File: src/rtl/instr_fetch_unit_pkg.sv
// Shared types for the instruction fetch unit: FSM states, fetch step size and
// the prefetch FIFO entry layout.
package fetch_pkg;

    localparam int unsigned INSTR_BYTES = 4;

    typedef enum logic [1:0] {
        IDLE  = 2'd0,
        FETCH = 2'd1,
        FAULT = 2'd2
    } fetch_state_e;

    typedef struct packed {
        logic [31:0] pc;
        logic [31:0] instr;
    } fetch_entry_t;

endpackage

File: src/rtl/instr_fetch_unit_if.sv
// Fetch-side bundle: instruction-memory read port, decode valid/ready handshake
// and execute redirect. master = fetch unit, slave = memory/decode/execute side.
interface instr_fetch_unit_if;

    logic        fetchEn;
    logic [31:0] instrMemAddr;
    logic [31:0] instruction;
    logic        instrValid;
    logic        instrReady;
    logic [31:0] instrOut;
    logic [31:0] instrPc;
    logic        redirectValid;
    logic [31:0] redirectPc;
    logic        fetchFault;

    modport master (
        input  fetchEn, instruction, instrReady, redirectValid, redirectPc,
        output instrMemAddr, instrValid, instrOut, instrPc, fetchFault
    );

    modport slave (
        output fetchEn, instruction, instrReady, redirectValid, redirectPc,
        input  instrMemAddr, instrValid, instrOut, instrPc, fetchFault
    );

endinterface

File: src/rtl/instr_fetch_unit_fifo.sv
// Prefetch FIFO of {pc, instr} entries; head is a registered storage slot.
// Latency: push visible at head one cycle later. Push while full only with a same-cycle pop.
// Flush clears both pointers and overrides any push/pop in that cycle.
module fetch_fifo
    import fetch_pkg::*;
#(
    parameter int unsigned DEPTH = 2
) (
    input  logic         clock,
    input  logic         reset,
    input  logic         push_i,
    input  logic         pop_i,
    input  logic         flush_i,
    input  fetch_entry_t wr_entry_i,
    output logic         full_o,
    output logic         empty_o,
    output fetch_entry_t head_o
);

    localparam int unsigned AW = $clog2(DEPTH);

    logic [AW:0]  wr_ptr_q, wr_ptr_d;
    logic [AW:0]  rd_ptr_q, rd_ptr_d;
    fetch_entry_t mem_q [DEPTH];

    // Extra pointer bit distinguishes full from empty when the indices match.
    assign empty_o = (wr_ptr_q == rd_ptr_q);
    assign full_o  = (wr_ptr_q[AW] != rd_ptr_q[AW]) &&
                     (wr_ptr_q[AW-1:0] == rd_ptr_q[AW-1:0]);
    assign head_o  = mem_q[rd_ptr_q[AW-1:0]];

    always_comb begin
        wr_ptr_d = wr_ptr_q;
        rd_ptr_d = rd_ptr_q;
        if (flush_i) begin
            wr_ptr_d = '0;
            rd_ptr_d = '0;
        end else begin
            if (push_i) wr_ptr_d = wr_ptr_q + {{AW{1'b0}}, 1'b1};
            if (pop_i)  rd_ptr_d = rd_ptr_q + {{AW{1'b0}}, 1'b1};
        end
    end

    always_ff @(posedge clock or negedge reset) begin
        if (!reset) begin
            wr_ptr_q <= '0;
            rd_ptr_q <= '0;
            for (int i = 0; i < int'(DEPTH); i++) mem_q[i] <= '0;
        end else begin
            wr_ptr_q <= wr_ptr_d;
            rd_ptr_q <= rd_ptr_d;
            if (push_i && !flush_i) mem_q[wr_ptr_q[AW-1:0]] <= wr_entry_i;
        end
    end

endmodule

File: src/rtl/instr_fetch_unit.sv
// Instruction fetch unit: PC register, fetch FSM, redirect handling; optional misaligned-redirect trap under FETCH_MISALIGN_TRAP_EN.
// Latency: captured word is valid to decode one cycle after capture; 1 instr/cycle sustained.
// Backpressure: full prefetch FIFO without a pop stalls fetchPc and re-reads the same address.
module instr_fetch_unit
    import fetch_pkg::*;
#(
    parameter logic [31:0] RESET_PC   = 32'h0000_0000,
    parameter int unsigned FIFO_DEPTH = 2
) (
    input  logic                clock,
    input  logic                reset,
    instr_fetch_unit_if.master  bus
);

    fetch_state_e state_q, state_d;
    logic [31:0]  fetch_pc_q, fetch_pc_d;
    logic [31:0]  redirect_target;
    logic         misalign;
    logic         redirect_act;
    logic         pop, push;
    logic         fifo_full, fifo_empty;
    fetch_entry_t push_entry, head_entry;

`ifdef FETCH_MISALIGN_TRAP_EN
    assign misalign        = (bus.redirectPc[1:0] != 2'b00);
    assign redirect_target = bus.redirectPc;
    assign bus.fetchFault  = (state_q == FAULT);
`else
    logic unused_redirect_lsbs;
    assign unused_redirect_lsbs = ^bus.redirectPc[1:0];
    assign misalign        = 1'b0;
    assign redirect_target = {bus.redirectPc[31:2], 2'b00};
    assign bus.fetchFault  = 1'b0;
`endif

    // Redirect outranks pop and push; FAULT ignores redirects entirely.
    assign redirect_act = bus.redirectValid && (state_q != FAULT);
    assign pop          = !fifo_empty && bus.instrReady && !redirect_act;
    assign push         = (state_q == FETCH) && bus.fetchEn && !redirect_act &&
                          (!fifo_full || pop);

    assign push_entry = '{pc: fetch_pc_q, instr: bus.instruction};

    always_comb begin
        state_d    = state_q;
        fetch_pc_d = fetch_pc_q;
        if (redirect_act) begin
            if (misalign) state_d = FAULT;
            else          fetch_pc_d = redirect_target;
        end else begin
            case (state_q)
                IDLE:    if (bus.fetchEn)  state_d = FETCH;
                FETCH:   if (!bus.fetchEn) state_d = IDLE;
                FAULT:   state_d = FAULT;
                default: state_d = IDLE;
            endcase
            if (push) fetch_pc_d = fetch_pc_q + 32'(INSTR_BYTES);
        end
    end

    always_ff @(posedge clock or negedge reset) begin
        if (!reset) begin
            state_q    <= IDLE;
            fetch_pc_q <= RESET_PC;
        end else begin
            state_q    <= state_d;
            fetch_pc_q <= fetch_pc_d;
        end
    end

    fetch_fifo #(
        .DEPTH (FIFO_DEPTH)
    ) u_fifo (
        .clock      (clock),
        .reset      (reset),
        .push_i     (push),
        .pop_i      (pop),
        .flush_i    (redirect_act),
        .wr_entry_i (push_entry),
        .full_o     (fifo_full),
        .empty_o    (fifo_empty),
        .head_o     (head_entry)
    );

    assign bus.instrMemAddr = fetch_pc_q;
    assign bus.instrValid   = !fifo_empty;
    assign bus.instrOut     = head_entry.instr;
    assign bus.instrPc      = head_entry.pc;

endmodule

File: src/flat_wrapper.sv
// flat-port wrapper written by rule: the top's interface ports become plain ports
module instr_fetch_unit_flat import fetch_pkg::*;
#(
    parameter logic [31:0] RESET_PC   = 32'h0000_0000,
    parameter int unsigned FIFO_DEPTH = 2
)
  (clock, reset, bus_fetchEn, bus_instruction, bus_instrReady, bus_redirectValid, bus_redirectPc, bus_instrMemAddr, bus_instrValid, bus_instrOut, bus_instrPc, bus_fetchFault);
  instr_fetch_unit_if bus_i ();
  input  logic clock;
  input  logic reset;
  input wire logic [$bits(bus_i.fetchEn)-1:0] bus_fetchEn;
  input wire logic [$bits(bus_i.instruction)-1:0] bus_instruction;
  input wire logic [$bits(bus_i.instrReady)-1:0] bus_instrReady;
  input wire logic [$bits(bus_i.redirectValid)-1:0] bus_redirectValid;
  input wire logic [$bits(bus_i.redirectPc)-1:0] bus_redirectPc;
  output wire logic [$bits(bus_i.instrMemAddr)-1:0] bus_instrMemAddr;
  output wire logic [$bits(bus_i.instrValid)-1:0] bus_instrValid;
  output wire logic [$bits(bus_i.instrOut)-1:0] bus_instrOut;
  output wire logic [$bits(bus_i.instrPc)-1:0] bus_instrPc;
  output wire logic [$bits(bus_i.fetchFault)-1:0] bus_fetchFault;
  assign bus_i.fetchEn = bus_fetchEn;
  assign bus_i.instruction = bus_instruction;
  assign bus_i.instrReady = bus_instrReady;
  assign bus_i.redirectValid = bus_redirectValid;
  assign bus_i.redirectPc = bus_redirectPc;
  assign bus_instrMemAddr = bus_i.instrMemAddr;
  assign bus_instrValid = bus_i.instrValid;
  assign bus_instrOut = bus_i.instrOut;
  assign bus_instrPc = bus_i.instrPc;
  assign bus_fetchFault = bus_i.fetchFault;
  instr_fetch_unit #(.RESET_PC(RESET_PC), .FIFO_DEPTH(FIFO_DEPTH)) u_core (.clock(clock), .reset(reset), .bus(bus_i));
endmodule
File: config.mk
export PLATFORM = sky130hd
export DESIGN_NAME = instr_fetch_unit_flat
export DESIGN_NICKNAME = d
export VERILOG_FILES = /design/src/rtl/instr_fetch_unit_pkg.sv /design/src/rtl/instr_fetch_unit_if.sv /design/src/rtl/instr_fetch_unit_fifo.sv /design/src/rtl/instr_fetch_unit.sv /design/src/flat_wrapper.sv
export SDC_FILE = /design/constraint.sdc
export NUM_CORES = 1
export LEC_CHECK = 0
export ABC_AREA = 1
export CORE_ASPECT_RATIO = 1.75
export CORE_UTILIZATION = 45
export CTS_CLUSTER_DIAMETER = 200
export DETAILED_ROUTE_END_ITERATION = 16
export MAX_ROUTING_LAYER = met4
export PLACE_DENSITY = 0.72
export SYNTH_ARGS = -nofsm -noshare
export SYNTH_HDL_FRONTEND = slang
export SYNTH_HIERARCHICAL = 1
export SYNTH_SLANG_ARGS = --single-unit
File: constraint.sdc
create_clock -name clock -period 4.2 [get_ports clock]
set_clock_uncertainty 0.2 [all_clocks]
set_input_delay 0.63 -clock clock [delete_from_list [all_inputs] [get_ports clock]]
set_output_delay 0.63 -clock clock [all_outputs]
set_load 0.03 [all_outputs]
# Word-level counts from Yosys, hierarchy flattened
# Index checks and enable logic that the tools add are counted.
# op_classes
n_addsub,3
n_mul,0
n_div,0
order_cmp,3
eq_ne,8
shift,0
n_mux,15
bitwise_logic,3
reduce_logical,17
# ops
cell,n
2-to-1 mux 64 bit,4
bitwise mux 128 bit,1
demux 64 bit (select 1 bit),1
2-to-1 mux 32 bit,2
adder 32 x 3 -> 32 bit (second input constant),1
2-to-1 mux 2 bit,6
logical AND 1 bit,9
!= test 2 bit (second input constant),3
case mux 2 bit (3 select lines),1
adder 2 x 1 -> 2 bit (second input constant),2
>= comparator 2 bit (second input constant),2
inverter 1 -> 2 bit,2
nonzero test 2 bit,2
logical NOT 1 bit,3
AND reduction 3 bit,1
equality test 2 x 1 -> 1 bit (second input constant),1
equality test 2 bit,1
equality test 2 bit (second input constant),1
logical NOT 2 bit,1
< comparator 2 x 1 -> 1 bit (second input constant),1
equality test 1 bit,1
logical OR 1 bit,1
!= test 1 bit,1
inverter 1 bit,1
# word_totals
register_bits,166
latchBits,0
ram_bits,0
romBits,0
in_bits,69
out_inout_bits,98
word_cells,57
mem_count,0

# Depth between registers and ports, before layout
# Gate-level depths: netlist of run 1.
# depth
depth_word,8
mapped_depth,18
mapped_depth_nobuf,14

# Modules after synthesis
# Netlist of run 1, hierarchy kept.
# modules_own_cells
mod,instances,cells_per_inst,area_per_inst_um2,seq_area_each_um2
fetch_fifo,1,791,5950.7,3303.2
instr_fetch_unit,1,390,2506.2,800.8

# Worst setup path before layout of run 1
# No wires, ideal clock.
# synth_path
path_kind,register to register
start,reg u_core.u_fifo.rd_ptr_q[0]
end,reg u_core/u_fifo/mem_q[100] in the netlist's numbering
setup_time_ps,66
arrival_ps,1968
required_time_ps,3934
setup_slack_ps,1966
stages_incl_launch_ff,19
path_buffers,5
synth_period_minus_slack_ps,2234
path_cell_list,dfrtp_1 -> buf_2 -> inv_1 -> buf_2 -> nand2_1 -> nand2_1 -> nor2_1 -> nor2_1 -> nand2_1 -> nand2_1 -> nand2_1 -> buf_6 -> inv_2 -> inv_1 -> nand2_1 -> buf_2 -> buf_2 -> nand3_1 -> nand2_1
# synth_between
elab_chain_cells,7
word_cells_on_any_way,10
classes_between,2 x eq/ne; 8 x reduce/logical
# synth_rtl
item,line_no,source
from (decl),instr_fetch_unit_fifo.sv:23,"logic [AW:0] rd_ptr_q, rd_ptr_d;"
from (signal assigned),instr_fetch_unit_fifo.sv:51,rd_ptr_q <= rd_ptr_d;
equality test 2 bit,instr_fetch_unit_fifo.sv:27,assign empty_o = (wr_ptr_q == rd_ptr_q);
via u_core.fifo_empty,instr_fetch_unit.sv:21,"logic fifo_full, fifo_empty;"
logical NOT 1 bit,instr_fetch_unit.sv:38,assign pop = !fifo_empty && bus.instrReady && !redirect_act;
logical AND 1 bit (2 in series),instr_fetch_unit.sv:38,
logical OR 1 bit,instr_fetch_unit.sv:40,(!fifo_full || pop);
logical AND 1 bit,instr_fetch_unit.sv:39,assign push = (state_q == FETCH) && bus.fetchEn && !redirect_act &&
via u_core.push,instr_fetch_unit.sv:20,"logic pop, push;"
logical AND 1 bit,instr_fetch_unit_fifo.sv:52,if (push_i && !flush_i) mem_q[wr_ptr_q[AW-1:0]] <= wr_entry_i;
"to (signal, indexed assignment)",instr_fetch_unit_fifo.sv:52,
to (decl),instr_fetch_unit_fifo.sv:24,fetch_entry_t mem_q [DEPTH];
# The timed path passes the listed nets, and every way through them passes these cells.
# A chain may end at the register's enable or synchronous reset.

# Worst setup path in the final report of run 1
# layout_path
start,reg u_core.u_fifo.rd_ptr_q[0]
end,out bus_instrPc[19]
# layout_between
elab_chain_cells,4
# layout_rtl
item,line_no,source
inverter 1 -> 2 bit (implied by the code),instr_fetch_unit_fifo.sv:30,assign head_o = mem_q[rd_ptr_q[AW-1:0]];
2-to-1 mux 64 bit (implied by the code) (3 in series),instr_fetch_unit_fifo.sv:30,
to (decl),flat_wrapper.sv:19,output wire logic [$bits(bus_i.instrPc)-1:0] bus_instrPc;
# Every way passes these cells. The select of a mux whose other input is x is not followed.

==> flow_metrics.py, run 1 <==
metrics = {
    "status": {
        "status": "complete, no violations",
    },
    "placement": {
        "io_buffers": 161,
        "dpl_worst_slack_ns": 0.9943,
        "hpwl_mm": 15.35,
        "place_congestion": 0.8947,
    },
    "finish": {
        "layout_common_cells": "nand2_1, dfrtp_1, clkdlybuf4s50_1",
        "fillers": 1768,
        "final_nets": 1390,
        "n_antenna_cell": 0,
        "area_growth_pct": 28.18,
        "layout_commonest_cell": "nand2_1",
        "final_layout_size_suffix_gt1_share_pct": 5.551,
    },
    "synthesis": {
        "synth_compound_area_share_pct": 2.885,
        "synth-seq-cells": 164,
        "yosys_warnings": 6,
        "synthFlopType": "dfrtp_1",
        "async_flop_share_pct": 100.0,
        "synthXorXnorAreaFrac_pct": 0,
        "netlist_area_um2": 8457,
        "synthCells": 1181,
        "yosys.area_share.adder_pct": 0.1480,
        "yosysSeqAreaShare_pct": 48.53,
        "synth_top_family_by_area": "simple AND/OR/NAND/NOR gates",
        "yosys.area_share.simple_pct": 40.01,
        "synth_mux_area_share_pct": 1.539,
        "synth_cell_type_count": 31,
        "synth_edf_count": 0,
        "syn_area_per_cell_um2": 7.161,
    },
    "clock_tree": {
        "clock-sinks": 164,
        "numCtsBuffers": 17,
        "root_buffer": "clkbuf_16",
        "cts_buffer_depth": 2,
        "ctsResizeCount": 0,
        "cts_max_level": 4,
        "cts_tree": "built",
        "cts_setup_buffers": 0,
        "clkTransAtPathRegs_ns": 0.06,
        "clkLatencyLatePin_ns": 0.43,
        "ctsHoldBuffers": 0,
    },
    "global_route": {
        "grt_pass1_wl_mm": 38.36,
        "first_global_vias": 7748,
        "grtUsageTotal_pct": 26.18,
        "antenna_found_initial": 0,
        "overflow": 0,
        "grt_max_degree": 91,
    },
    "route": {
        "num_vias": 7977,
        "vias_per_cell": 5.078,
        "wl_per_cell_um": 15.21,
        "drt-total-wl_mm": 23.90,
        "drc": 0,
        "antenna_left": 0,
        "drt_iter0_markers": 531,
        "drt_pre_antenna_iters": 5,
    },
    "floorplan": {
        "ios": 167,
        "dieWidth_um": 105.6,
        "initial_core_util_pct": 45.72,
        "die_y_um": 183.4,
        "core_area_um2": 18500,
        "num_rows": 66,
        "die_area_um2": 19370,
    },
    "timing": {
        "period_needed_ns": 3.305,
        "tightest_slew_ns": 0.7711,
        "relSlewSlack_pct": 48.59,
        "setup_slack_ns": 0.8953,
        "hold_ws_ns": 0.03706,
        "max_freq_mhz": 302.6,
        "drv_slew": 0,
        "finalSetupViolations": 0,
        "hold_viol": 0,
        "fin_crit_sh_pct": 78.68,
        "fin_tns_setup_ns": 0,
        "rsz0062_at_grt": "no",
    },
    "power": {
        "p_leak_nw": 5.650,
        "ir_drop_mv": 0.2236,
        "powerDensity_nw_per_um2": 339.2,
    },
    "critical_path": {
        "critPathRequiredTime_ns": 3.37,
        "critPathMaxFanout": 64,
        "r2r-start": "u_core/u_fifo/rd_ptr_q[0]",
        "crit_path_start_kind": "register",
        "crit_type": "reg2out",
        "critPathArrivalTime_ns": 2.47,
        "end_kind": "output pin",
        "startpoint": "u_core/u_fifo/rd_ptr_q[0]",
    },
    "min_path": {
        "hp-class": "in2async",
    },
    "job": {
        "drv_cap": 0,
    },
}
[logic make-up after synthesis]
kind of cell    Yosys count
compound gates           43
mux                      13
simple gates            838
buf+inv                 121
flops                   164
fa+ha+maj                 1
other cells               1
[synthesized netlist by cell type, drive strengths merged (2+ instances only)]
| cell | instances | area (µm²) |
|---|---|---|
| dfrtp | 164 | 4104 |
| o21ai | 17 | 85.08 |
| nand3 | 105 | 530.5 |
| o211ai | 2 | 15.01 |
| a31oi | 6 | 37.54 |
| a21oi | 14 | 77.58 |
| o21bai | 2 | 15.01 |
| nor2 | 70 | 312.8 |
| nand3b | 6 | 45.04 |
| buf | 51 | 316.6 |
| mux2i | 13 | 130.1 |
| nand2 | 655 | 2484 |
| inv | 56 | 210.2 |
| clkbuf | 13 | 48.80 |
[power breakdown]
group,internal (W),leakage [nW],switching (W),total (W)
Combinational,0.000116,3.10,0.000330,0.000446
Sequential,0.00159,2.26,0.00000895,0.00160
Clock,0.000994,0.293,0.000637,0.00163
[sequential cells by signal, indices dropped and copies added (netlist names)]
name,cells
u_core/bus.instrMemAddr,30
u_core/state_q,2
u_core/u_fifo/mem_q,128
u_core/u_fifo/rd_ptr_q,2
u_core/u_fifo/wr_ptr_q,2
[worst paths after layout]
check	endpoint	slack, ns	cells past startpoint
max in group asynchronous	u_core/u_fifo/rd_ptr_q[0]	2.77	2
worst max register to register	u_core/u_fifo/mem_q[0]	1.16	14
worst max-delay path	bus_instrPc[19]	0.90	5
worst min register to register	u_core/u_fifo/mem_q[96]	0.27	2
worst min-delay path	u_core/u_fifo/mem_q[3]	0.04	1
min in group clock	u_core/u_fifo/mem_q[96]	0.27	2
[routing by layer]
layer	vias to the layer above	share of wire (%)	GRT usage, %
met4	0	3.7	12.72
met2	248	53	47.00
li1	3909	-	-
met1	3765	40	28.54
met3	55	3.7	3.056
met5	-	0	-
[critical path: stages, from the launching register on]
cell and delay [ns]:
dfrtp_2 0.41, inv_2 0.05, buf_4 0.61, nand2_1 0.10, nand2_1 0.17, clkdlybuf4s50_1 0.69
[metrics by stage]
stage | instance area [µm²] | instances | util [%] | total power (W)
finish | 10840 | 1571 | 58.60 | 0.003677
global route | 10840 | 1571 | 58.60 | 0.003805
CTS | 10840 | 1571 | 58.60 | 0.003706
floorplan | 8479 | 1187 | - | 0.001869
global placement | 10220 | 1539 | 55.27 | 0.002068
detailed placement | 10220 | 1539 | 55.27 | 0.002071
[final cells by class]
| class | count | area, µm² | area share, % |
|---|---|---|---|
| Multi-Input combinational cell | 902 | 3816 | 35.20 |
| Clock buffer | 19 | 432.9 | 3.994 |
| Timing Repair Buffer | 178 | 1790 | 16.52 |
| Clock inverter | 13 | 183.9 | 1.697 |
| Tap cell | 238 | 297.8 | 2.747 |
| Inverter | 57 | 214.0 | 1.974 |
| Sequential cell | 164 | 4105 | 37.87 |
No activity file was read; power rests on OpenSTA's default activity.
==> run 2, diff against run 1 <==
clock period = 3.3 ns   (was 4.2 ns; I/O delays follow)
==> flow_metrics.py, run 2 (synthesis results as in run 1) <==
metrics = {
    "timing": {
        "period_needed_ns": 3.030,
        "relSlewSlack_pct": 62.60,
        "fin_crit_sh_pct": 91.82,
        "finalSetupViolations": 0,
        "tightest_slew_ns": 0.5610,
        "hold_viol": 0,
        "rsz0062_at_grt": "no",
        "hold_ws_ns": 0.2698,
        "drv_slew": 0,
        "max_freq_mhz": 330.0,
        "fin_tns_setup_ns": 0,
    },
    "clock_tree": {
        "numCtsBuffers": 17,
        "cts_tree": "built",
        "cts_max_level": 4,
        "clkLatencyLatePin_ns": 0.42,
        "root_buffer": "clkbuf_16",
        "cts_buffer_depth": 2,
        "ctsResizeCount": 0,
        "clock-sinks": 164,
        "clkTransAtPathRegs_ns": 0.06,
    },
    "critical_path": {
        "crit_path_start_kind": "register",
        "crit_type": "reg2out",
        "critPathArrivalTime_ns": 2.34,
        "end_kind": "output pin",
        "critPathMaxFanout": 23,
        "critPathRequiredTime_ns": 2.60,
    },
    "placement": {
        "place_congestion": 0.8922,
        "hpwl_mm": 15.38,
        "io_buffers": 161,
    },
    "floorplan": {
        "core_area_um2": 18500,
        "initial_core_util_pct": 45.72,
        "die_y_um": 183.4,
        "dieWidth_um": 105.6,
        "ios": 167,
        "die_area_um2": 19370,
        "num_rows": 66,
    },
    "job": {
        "drv_cap": 0,
    },
    "status": {
        "status": "complete, no violations",
    },
    "global_route": {
        "grt_max_degree": 74,
        "overflow": 0,
        "antenna_found_initial": 0,
        "first_global_vias": 7732,
        "grtUsageTotal_pct": 25.92,
        "grt_pass1_wl_mm": 38.26,
    },
    "power": {
        "ir_drop_mv": 0.4036,
        "powerDensity_nw_per_um2": 415.9,
        "p_leak_nw": 5.658,
    },
    "route": {
        "drt_iter0_markers": 459,
        "wl_per_cell_um": 14.81,
        "vias_per_cell": 5.025,
        "drc": 0,
        "drt_pre_antenna_iters": 6,
        "num_vias": 7909,
        "drt-total-wl_mm": 23.32,
        "antenna_left": 0,
    },
    "finish": {
        "area_growth_pct": 28.24,
        "layout_common_cells": "nand2_1, dfrtp_1, clkdlybuf4s50_1",
        "n_antenna_cell": 0,
        "final_layout_size_suffix_gt1_share_pct": 5.689,
        "layout_commonest_cell": "nand2_1",
        "fin_util_pct": 58.63,
        "fillers": 1772,
        "final_nets": 1395,
        "regMostFlops": "u_core/u_fifo/mem_q",
        "largest_register_ffs": 128,
    },
    "min_path": {
        "hp-class": "reg2reg",
    },
}
## run 2: what timing repair did
item	CTS	global route
endpoints found under the hold margin	54	0
hold buffers	1	0
buffers inserted	0	0
setup endpoints to repair	0	0
## run 2: routing by layer
metal	share of wire, %	vias to the layer above	global-route usage, %	routed length [µm]
li1	-	3932	-	-
met1	40	3692	29.35	9375
met2	52	230	44.82	12120
met3	3.8	55	3.554	876
met4	4.0	0	12.78	939
met5	0	-	-	0
## run 2: critical path: stages, from the launching register on
cell	delay, ns
dfrtp_2	0.41
inv_2	0.28
buf_4	0.35
nand2_1	0.08
nand2_1	0.11
clkdlybuf4s50_1	0.68
## run 2: metrics by stage
| stage | total power, W | worst slack [ns] | cell area [µm²] | cells |
|---|---|---|---|---|
| after floorplan | 0.002379 | 1.066 | 8479 | 1187 |
| after global placement | 0.002661 | 0.6640 | 10280 | 1543 |
| after detailed placement | 0.002661 | 0.6189 | 10280 | 1543 |
| after CTS | 0.004553 | 0.2212 | 10850 | 1574 |
| after global routing | 0.004679 | 0.1249 | 10850 | 1574 |
| final | 0.004510 | 0.2700 | 10850 | 1574 |
## run 2: worst paths after layout
| check | startpoint | to | slack [ns] | depth (start not counted) |
|---|---|---|---|---|
| worst max-delay path | u_core/u_fifo/rd_ptr_q[0] | bus_instrPc[9] | 0.27 | 5 |
| worst min-delay path | u_core/u_fifo/mem_q[127] | u_core/u_fifo/mem_q[127] | 0.27 | 2 |
| worst max register to register | u_core/u_fifo/rd_ptr_q[0] | u_core/u_fifo/mem_q[54] | 0.68 | 14 |
| worst min register to register | u_core/u_fifo/mem_q[127] | u_core/u_fifo/mem_q[127] | 0.27 | 2 |
| max in group asynchronous | reset | u_core/u_fifo/rd_ptr_q[0] | 1.68 | 3 |
| min in group asynchronous | reset | u_core/u_fifo/mem_q[3] | 0.42 | 2 |
## run 2: final cells by class
type | count | area (µm²) | share of cell area [%]
Sequential cell | 164 | 4105 | 37.85
Multi-Input combinational cell | 902 | 3816 | 35.19
Timing Repair Buffer | 183 | 1856 | 17.11
Clock buffer | 20 | 446.7 | 4.119
Tap cell | 238 | 297.8 | 2.746
Inverter | 57 | 214.0 | 1.973
Clock inverter | 10 | 110.1 | 1.015
## run 2: power breakdown
part           leakage, nW  total [W]  internal (W)  switching (W)
Clock                0.275    0.00189       0.00112       0.000766
Sequential            2.26    0.00204       0.00202      0.0000108
Combinational         3.12   0.000588      0.000173       0.000414
==> run 3, diff against run 2 <==
CAP_MARGIN = 15   (was unset)
==> results of run 3 <==
No change in the layout: final DEF, timing and power equal those of run 2.
